[config.mk]
export PLATFORM = sky130hd
export DESIGN_NAME = ic1406_seq_ctrl
export DESIGN_NICKNAME = d
export VERILOG_FILES = /design/src/rtl/ic1406_seq_pkg.sv /design/src/rtl/ic1406_cmd_fifo.sv /design/src/rtl/ic1406_seq_ctrl.sv
export SDC_FILE = /design/constraint.sdc
export NUM_CORES = 1
export LEC_CHECK = 0
export ABC_AREA = 1
export CORE_MARGIN = 4
export CORE_UTILIZATION = 40
export DETAILED_ROUTE_END_ITERATION = 8
export GPL_TIMING_DRIVEN = 0
export PLACE_DENSITY = 0.64
export SKIP_LAST_GASP = 1
export SYNTH_ARGS = -nofsm -noshare
export SYNTH_HDL_FRONTEND = slang
export SYNTH_SLANG_ARGS = --single-unit
[constraint.sdc]
create_clock -name clk -period 5.7 [get_ports clk]
set_input_delay 1.14 -clock clk [delete_from_list [all_inputs] [get_ports clk]]
set_output_delay 1.14 -clock clk [all_outputs]
set_load 0.02 [all_outputs]
[src/rtl/ic1406_seq_pkg.sv]
// Shared types and defaults for the ic1406 command sequencer.
// Optional q capture: define IC1406_SEQ_QCAPTURE_EN.
package ic1406_seq_pkg;

  localparam int CNT_W_DEF = 4;
  localparam int DEPTH_DEF = 4;
  localparam logic [2:0] IDLE_A_DEF = 3'b000;

  typedef enum logic [1:0] {
    IDLE,
    RUN,
    SETTLE,
    REPORT
  } state_t;

  typedef struct packed {
    logic [2:0]           a;
    logic [CNT_W_DEF-1:0] len;
  } cmd_t;

  localparam int CMD_W = $bits(cmd_t);

endpackage

[src/rtl/ic1406_cmd_fifo.sv]
// Registered command FIFO, no bypass; head entry visible on dout.
// DEPTH must be a power of two so the pointers wrap for free.
module ic1406_cmd_fifo #(
  parameter int DEPTH = 4,
  parameter int W     = 7
) (
  input  logic         clk,
  input  logic         rst_n,
  input  logic         push,
  input  logic [W-1:0] din,
  input  logic         pop,
  output logic [W-1:0] dout,
  output logic         full,
  output logic         empty
);

  localparam int AW = (DEPTH > 1) ? $clog2(DEPTH) : 1;

  logic [W-1:0] mem [DEPTH];
  logic [AW-1:0] wp;
  logic [AW-1:0] rp;
  logic [AW:0]   cnt;

  assign full  = (cnt == (AW+1)'(DEPTH));
  assign empty = (cnt == '0);
  assign dout  = mem[rp];

  always_ff @(posedge clk) begin
    if (push) mem[wp] <= din;
  end

  always_ff @(posedge clk or negedge rst_n) begin
    if (!rst_n) begin
      wp  <= '0;
      rp  <= '0;
      cnt <= '0;
    end else begin
      if (push) wp <= wp + AW'(1);
      if (pop)  rp <= rp + AW'(1);
      case ({push, pop})
        2'b10:   cnt <= cnt + (AW+1)'(1);
        2'b01:   cnt <= cnt - (AW+1)'(1);
        default: cnt <= cnt;
      endcase
    end
  end

endmodule

[src/rtl/ic1406_seq_ctrl.sv]
// Command sequencer driving one ic1406: queue, run, settle, report.
// Define IC1406_SEQ_QCAPTURE_EN to return the settled {Q1,Q0} in rsp_q.
module ic1406_seq_ctrl
  import ic1406_seq_pkg::*;
#(
  parameter int         DEPTH  = DEPTH_DEF,
  parameter int         CNT_W  = CNT_W_DEF,
  parameter logic [2:0] IDLE_A = IDLE_A_DEF
) (
  input  logic           clk,
  input  logic           rst_n,
  input  logic           cmd_valid,
  output logic           cmd_ready,
  input  logic [2:0]     cmd_a,
  input  logic [CNT_W-1:0] cmd_len,
  output logic [2:0]     a_out,
  input  logic           z_in,
  input  logic [1:0]     q_in,
  output logic           rsp_valid,
  input  logic           rsp_ready,
  output logic [CNT_W:0] rsp_zcnt,
  output logic [1:0]     rsp_q,
  output logic           busy
);

  localparam int FW = 3 + CNT_W;

  state_t           state;
  logic [2:0]       cur_a;
  logic [CNT_W-1:0] cur_len;
  logic [CNT_W-1:0] run_cnt;
  logic [CNT_W:0]   zcnt;
  logic [FW-1:0]    head;
  logic             full;
  logic             empty;
  logic             push;
  logic             pop;

  assign push = cmd_valid && !full;
  assign pop  = (state == IDLE) && !empty;

  ic1406_cmd_fifo #(
    .DEPTH (DEPTH),
    .W     (FW)
  ) u_fifo (
    .clk   (clk),
    .rst_n (rst_n),
    .push  (push),
    .din   ({cmd_a, cmd_len}),
    .pop   (pop),
    .dout  (head),
    .full  (full),
    .empty (empty)
  );

  assign cmd_ready = !full;
  assign a_out     = (state == RUN) ? cur_a : IDLE_A;
  assign busy      = (state != IDLE);
  assign rsp_valid = (state == REPORT);
  assign rsp_zcnt  = zcnt;

  always_ff @(posedge clk or negedge rst_n) begin
    if (!rst_n) begin
      state   <= IDLE;
      cur_a   <= IDLE_A;
      cur_len <= '0;
      run_cnt <= '0;
      zcnt    <= '0;
    end else begin
      case (state)
        IDLE: begin
          if (!empty) begin
            cur_a   <= head[FW-1:CNT_W];
            cur_len <= head[CNT_W-1:0];
            run_cnt <= '0;
            zcnt    <= '0;
            state   <= RUN;
          end
        end
        RUN: begin
          // first RUN edge precedes any applied vector edge
          if (run_cnt != '0) zcnt <= zcnt + {{CNT_W{1'b0}}, z_in};
          if (run_cnt == cur_len) state <= SETTLE;
          else run_cnt <= run_cnt + CNT_W'(1);
        end
        SETTLE: begin
          zcnt  <= zcnt + {{CNT_W{1'b0}}, z_in};
          state <= REPORT;
        end
        REPORT: begin
          if (rsp_ready) state <= IDLE;
        end
        default: state <= IDLE;
      endcase
    end
  end

`ifdef IC1406_SEQ_QCAPTURE_EN
  logic [1:0] qcap;

  always_ff @(posedge clk or negedge rst_n) begin
    if (!rst_n) qcap <= 2'b00;
    else if (state == SETTLE) qcap <= q_in;
  end

  assign rsp_q = qcap;
`else
  logic unused_q;

  assign unused_q = ^q_in;
  assign rsp_q    = 2'b00;
`endif

endmodule

[Word level (Yosys, flattened, before mapping)]
Memories as Yosys holds them, arrays and structs flattened. A register that Yosys moved wholly into a read port is not among the register bits.
Index checks and enable logic that the tools add are counted.
Storage, ports and cells
  flip-flop bits (word level): 18
  RAM bits: 28
  bits of input ports: 14
  output and inout bits: 13
  logic and storage cells: 56
  memories: 1
Operators by class
  $add $sub $neg: 6
  eq/ne operators: 12
  mux-type cells: 14
  bitwise operators: 1
  reduce and logical (&&, ||, !) cells: 16
Memories
  u_fifo.mem: words 4, width 7, rd ports 1, clocked after Yosys merged registers in 1, write ports 1, RTL line ic1406_cmd_fifo.sv:19  | logic [W-1:0] mem [DEPTH];
Operators with widths (number)
  one-hot mux 5 bit (3 select lines): 1
  2-to-1 mux 5 bit: 2
  AND reduction 3 bit: 3
  2-to-1 mux 4 bit: 2
  one-hot mux 2 bit (4 select lines): 1
  one-hot mux 4 bit (2 select lines): 1
  equality test 2 bit (second input constant): 3
  2-to-1 mux 2 bit: 3
  inequality test 2 x 1 -> 1 bit (second input constant): 3
  one-hot mux 3 bit (2 select lines): 1
  nonzero test 2 bit: 3
  adder 5 x 1 -> 5 bit: 1
  adder 2 x 1 -> 2 bit (second input constant): 2
  adder 4 x 1 -> 4 bit (second input constant): 1
  equality test 2 x 1 -> 1 bit (second input constant): 2
  equality test 4 bit: 1
  inequality test 2 bit (second input constant): 2
  nonzero test 4 bit: 1
  adder 3 x 1 -> 3 bit (second input constant): 1
  equality test 3 bit (second input constant): 1
  logical NOT 1 bit: 3
  logical NOT 3 bit: 1
  2-to-1 mux 3 bit: 1
  nonzero test 3 bit: 1
  6 further kinds: 8

[Logic depth before layout (Yosys ltp)]
Gate-level depths: netlist (run 1).
  depth in word-level cells: 5
  depth in mapped cells: 11
  gate-level depth less buffers: 10

[Cells and area by module]
From an unflattened synthesis (run 1), not the netlist that was laid out.
Unflattened totals
  cell total of the unflattened synthesis: 279
  area total of the unflattened synthesis: 2682.6 um^2
By module, submodules not included
  ic1406_cmd_fifo: instances 1, cells each 130, area an instance 1552.7 um^2, sequential area each 1016.0 um^2
  ic1406_seq_ctrl: instances 1, cells each 149, area an instance 1129.8 um^2, sequential area each 450.4 um^2

[Worst setup path after synthesis (run 1)]
OpenSTA, ideal clock, no wires.
  path type: input -> register
  start point: input cmd_valid
  end point: register u_fifo.cnt[2]
  setup time: 131 ps
  arrival time: 2194 ps
  data required time: 5569 ps
  slack: 3375 ps
  stages: 7
  path buffers: 0
  cell sequence: nand2_2 -> ha_1 -> inv_1 -> fa_1 -> a21oi_1 -> o21ai_0 -> xor2_1
On the way
  word-level cells in the longest chain between the ends: 3
  elaborated cells between the ends (all ways): 5
  those cells by class: 2 x eq/ne; 1 x mux; 2 x reduce/logical
Ends and longest elaborated chain
  from (decl): RTL line ic1406_seq_ctrl.sv:12  | input logic cmd_valid,
  logical AND 1 bit *: RTL line ic1406_seq_ctrl.sv:39  | assign push = cmd_valid && !full;
  equality test 2 x 1 -> 1 bit / equality test 2 bit (equally long branches): RTL line ic1406_cmd_fifo.sv:40  | case ({push, pop})
  one-hot mux 3 bit (2 select lines) / nonzero test 2 bit (equally long branches)
  to (signal assigned): RTL line ic1406_cmd_fifo.sv:41  | 2'b10: cnt <= cnt + (AW+1)'(1);
  to (signal assigned): RTL line ic1406_cmd_fifo.sv:42  | 2'b01: cnt <= cnt - (AW+1)'(1);
  to (signal assigned): RTL line ic1406_cmd_fifo.sv:43  | default: cnt <= cnt;
  to (decl): RTL line ic1406_cmd_fifo.sv:22  | logic [AW:0] cnt;
Every way passes the cells marked *; elsewhere a longest branch is shown, timed or not.
A chain may end at the register's enable or synchronous reset.

[Final worst setup path (run 1)]
  start point: register state[1]
  end point: output a_out[1]
On the way
  word-level cells in the longest chain between the ends: 2
Ends and longest elaborated chain
  from (decl): RTL line ic1406_seq_ctrl.sv:28  | state_t state;
  from (signal assigned): RTL line ic1406_seq_ctrl.sv:64  | state <= IDLE;
  from (signal assigned): RTL line ic1406_seq_ctrl.sv:77  | state <= RUN;
  from (signal assigned): RTL line ic1406_seq_ctrl.sv:83  | if (run_cnt == cur_len) state <= SETTLE;
  equality test 2 x 1 -> 1 bit: RTL line ic1406_seq_ctrl.sv:57  | assign a_out = (state == RUN) ? cur_a : IDLE_A;
  2-to-1 mux 3 bit: RTL line ic1406_seq_ctrl.sv:57
  to (decl): RTL line ic1406_seq_ctrl.sv:16  | output logic [2:0] a_out,
Every way passes these cells.

==> results by group, run 1 <==
STA
  – Number of max-slew violations in the final report: 0
  – Number of failing setup endpoints in the final timing report: 0
  – Setup tns final: 0 ns
  – Least-Margin Pin Slew: 1.10 ns
  – Final min period: 3.07 ns
  – Highest attainable clock frequency: 0.326 GHz
  – Min setup slack post-route: 2.63 ns
  – Final Skew: 0.00573 ns
  – Number of hold violations in the final report: 0
  – Rel. slew slack: 26.4%
  – Worst Hold Slack: 0.515 ns
  – Setup repair after global routing missed its margin: false
  – Tcrit/Tclk final: 53.8%

Global routing
  – Total gr overflow: 0
  – Number of global-route vias before repair: 1670
  – Antenna violations before repair: 0
  – Overall global routing resource usage: 12.9%
  – Global-route wire length before repair: 7680 µm
  – Pin count of the biggest net entering global routing: 26

Floorplanning
  – I/O pin total: 27
  – Initial core utilization: 42.4%
  – Die outline width: 88.2 µm
  – Vertical die dimension: 88.2 µm
  – Die area: 7770 µm²
  – Placeable core region: 6060 µm²
  – Std cell rows: 28

Clocking
  – Post-CTS clock slew at the launch and capture registers of the worst setup and hold paths: 0.10 ns
  – Skew-Pair Late Insertion Delay: 0.31 ns
  – Level count of the clock H-tree: 2
  – Number of buffers created by CTS: 5
  – Clock tree sinks: 53
  – Resized Gates After CTS: 0
  – CTS Hold Bufs: 0
  – Deepest clock path buffer count: 2
  – TritonCTS clock tree: yes
  – Cell at the root of the clock tree: sky130_fd_sc_hd__clkbuf_8
  – Buffers inserted by post-CTS timing repair: 0

Routing
  – Remaining design rule violation count: 0
  – Total wirelength of the detailed-routed design: 4320 µm
  – WL/cell: 11.9 µm
  – Number of DRC violations after detailed-routing iteration 0: 59
  – Detail Route Antenna Nets: 0
  – Routed vias/inst: 4.67
  – Via Count: 1694
  – Detailed Routing Iterations Pass 1: 4

Setup path
  – Startpoint class of the critical path: flip-flop
  – Data arrival time at the worst-slack endpoint: 1.93 ns
  – Req. time, crit path: 4.56 ns
  – Crit Path Max Fanout: 10
  – R2r worst-path depth: 11
  – Critical path start-end classification: flip-flop to output port
  – Critical Path Sink Type: output port

Finish
  – Layout overhead on the synthesized area: 16.1%
  – Antenna fix cells: 0
  – Final net count: 316
  – Number of filler cells placed in the layout: 579
  – Share of post-route cells with drive strength above 1: 12.8%

Synthesis
  – Count of synthesis-stage warnings from yosys: 0
  – Leading post-synthesis cells by cell area: sky130_fd_sc_hd__edfxtp_1 (33%), sky130_fd_sc_hd__dfrtp_1 (24%), sky130_fd_sc_hd__nand2_1 (7.0%)
  – Dominant cell by count in the synthesized netlist: sky130_fd_sc_hd__nand2_1
  – Post-synth EDFFs: 28
  – Mapped Avg Cell Area: 10.0 µm²
  – Post-Synthesis Cell Area: 2570 µm²
  – Top cell type by total area after synthesis: sky130_fd_sc_hd__edfxtp_1
  – Post-synthesis register bit count: 53
  – Most used flip-flop cell after synthesis: sky130_fd_sc_hd__edfxtp_1
  – Synth cell types: 30
  – Post-Syn Instances: 257
  – Sequential share of the synthesized area: 57.0%
  – Proportion of netlist area held by the largest area contributor: 32.7%
  – Most numerous cell types in the synthesized netlist: sky130_fd_sc_hd__nand2_1 (48), sky130_fd_sc_hd__nor2_1 (32), sky130_fd_sc_hd__edfxtp_1 (28), sky130_fd_sc_hd__dfrtp_1 (25), sky130_fd_sc_hd__inv_1 (25)
  – Async set or reset register ratio after synthesis: 47.2%

Job
  – Count of maximum capacitance violations: 0

Status
  – Result of the run: complete, no violations

Worst hold path
  – Min-Delay Path Class: flip-flop to flip-flop
  – Hold Crit Depth: 1

Place
  – Number of buffers added on ports: 22
  – Post-Place Worst Slack: 2.85 ns
  – Half-perimeter wire length of the detailed placement result: 3090 µm
  – Final estimated routing congestion in global placement: 0.749

Power
  – Worst supply voltage drop on vdd: 225 µV
  – Cell area power density: 512 nW/µm²
  – Leak pwr: 1.31 nW
stage by stage:
step | power (mW) | cell area [µm²] | cells | utilization [%]
6_report | 1.53 | 2980 | 363 | 49.2
5_1_grt | 1.68 | 2980 | 363 | 49.2
3_3_place_gp | 1.30 | 2890 | 355 | 47.7
2_1_floorplan | 1.12 | 2570 | 258 | -
4_1_cts | 1.55 | 2980 | 363 | 49.2
3_5_place_dp | 1.32 | 2890 | 355 | 47.7
kinds of logic (layout without fill, tap and decap cells):
group                    count (synthesis)  count (layout)  synth area share [%]
AND/OR/NAND/NOR                        109             109                  19.3
flip-flops                              53              53                  57.0
buffers and inverters                   39              69                  6.76
AO/OA/AOI/OAI                           33              33                  6.76
adder cells (fa/ha/maj)                 15              15                  7.59
XOR/XNOR                                 7               7                  2.38
other                                    1               2                 0.146
routing by layer:
layer	GRT usage (%)	part of all wire, %
met5	0	0
met3	3.20	4.7
met4	4.40	1.4
met1	16.0	45
met2	21.8	48
cell type report:
type / count / area, µm² / share of cell area, %
Buffer: 7 / 51.3 / 1.72
Clock inverter: 3 / 26.3 / 0.881
Inverter: 32 / 123 / 4.11
Tap cell: 75 / 93.8 / 3.14
Clock buffer: 5 / 68.8 / 2.31
Sequential cell: 53 / 1470 / 49.1
Multi-Input combinational cell: 166 / 935 / 31.3
Timing Repair Buffer: 22 / 220 / 7.38
worst paths after layout:
kind	start	end	slack (ns)
hold reg to reg	u_fifo.cnt[0]	u_fifo.cnt[0]	0.52
setup reg to reg	state[0]	u_fifo.cnt[2]	3.45
hold / removal	u_fifo.cnt[0]	u_fifo.cnt[0]	0.52
setup / recovery	state[1]	a_out[1]	2.63
min in group asynchronous	rst_n	run_cnt[2]	1.41
max in group asynchronous	rst_n	u_fifo.rp[0]	3.63
placed cells by master, fill, tap and decap left out, types with 3 or more instances in the layout:
| cell | n |
|---|---|
| sky130_fd_sc_hd__buf_4 | 4 |
| sky130_fd_sc_hd__inv_6 | 3 |
| sky130_fd_sc_hd__nor2_1 | 32 |
| sky130_fd_sc_hd__clkbuf_8 | 5 |
| sky130_fd_sc_hd__xor2_1 | 6 |
| sky130_fd_sc_hd__o21ai_0 | 14 |
| sky130_fd_sc_hd__a31oi_1 | 3 |
| sky130_fd_sc_hd__clkdlybuf4s50_1 | 22 |
| sky130_fd_sc_hd__ha_1 | 14 |
| sky130_fd_sc_hd__o22ai_1 | 4 |
| sky130_fd_sc_hd__inv_1 | 25 |
| sky130_fd_sc_hd__nor2_2 | 4 |
| sky130_fd_sc_hd__edfxtp_1 | 28 |
| sky130_fd_sc_hd__o21ai_1 | 10 |
| sky130_fd_sc_hd__dfrtp_1 | 25 |
| sky130_fd_sc_hd__inv_2 | 6 |
| sky130_fd_sc_hd__nand2_2 | 5 |
| sky130_fd_sc_hd__nand2_1 | 48 |
| sky130_fd_sc_hd__nand4_1 | 4 |
| sky130_fd_sc_hd__nand3_1 | 8 |
registers in the layout, indices dropped and copies added, names as in the netlist:
signal and cells:
u_fifo.wp 2, cur_a 3, u_fifo.mem 28, u_fifo.cnt 3, u_fifo.rp 2, state 2
cur_len 4, run_cnt 4, rsp_zcnt 5
where the power goes:
part	internal (mW)	total [mW]	switching (mW)	leakage (nW)
registers	0.521	0.584	0.0629	0.567
clock network	0.0915	0.225	0.133	0.0495
logic	0.276	0.719	0.444	0.696
total	0.888	1.53	0.640	1.31
worst max-delay path, cell delays in order (launching register included):
cell                              delay, ns
sky130_fd_sc_hd__dfrtp_1               0.42
sky130_fd_sc_hd__inv_1                 0.11
sky130_fd_sc_hd__ha_1                  0.17
sky130_fd_sc_hd__buf_4                 0.17
sky130_fd_sc_hd__nand2_1               0.10
sky130_fd_sc_hd__inv_1                 0.06
sky130_fd_sc_hd__clkdlybuf4s50_1       0.59
No activity file was read; power rests on OpenSTA's default activity.
==> run 2, diff against run 1 <==
==> constraint.sdc (replaced) <==
create_clock -name clk -period 2.9 [get_ports clk]
set_input_delay 0.58 -clock clk [delete_from_list [all_inputs] [get_ports clk]]
set_output_delay 0.58 -clock clk [all_outputs]
set_load 0.02 [all_outputs]
==> results of run 2 <==
The final DEF is identical to that of run 1. Status: complete, no violations.
Main changes from that run: setup slack after placement 2.85 ns -> 0.605 ns; setup slack after layout 2.63 ns -> 0.393 ns; register-to-register setup slack 3.45 ns -> 0.65 ns; total power 1.53 mW -> 3.00 mW; worst IR drop on VDD 225 µV -> 443 µV
==> run 3, diff against run 2 <==
==> constraint.sdc (replaced) <==
create_clock -name clk -period 3.1 [get_ports clk]
set_input_delay 0.62 -clock clk [delete_from_list [all_inputs] [get_ports clk]]
set_output_delay 0.62 -clock clk [all_outputs]
set_load 0.02 [all_outputs]
==> results of run 3 <==
The final DEF is identical to that of run 1. Status: complete, no violations.
Main changes from that run: setup slack after placement 2.85 ns -> 0.765 ns; setup slack after layout 2.63 ns -> 0.553 ns; register-to-register setup slack 3.45 ns -> 0.85 ns; total power 1.53 mW -> 2.81 mW; worst IR drop on VDD 225 µV -> 414 µV
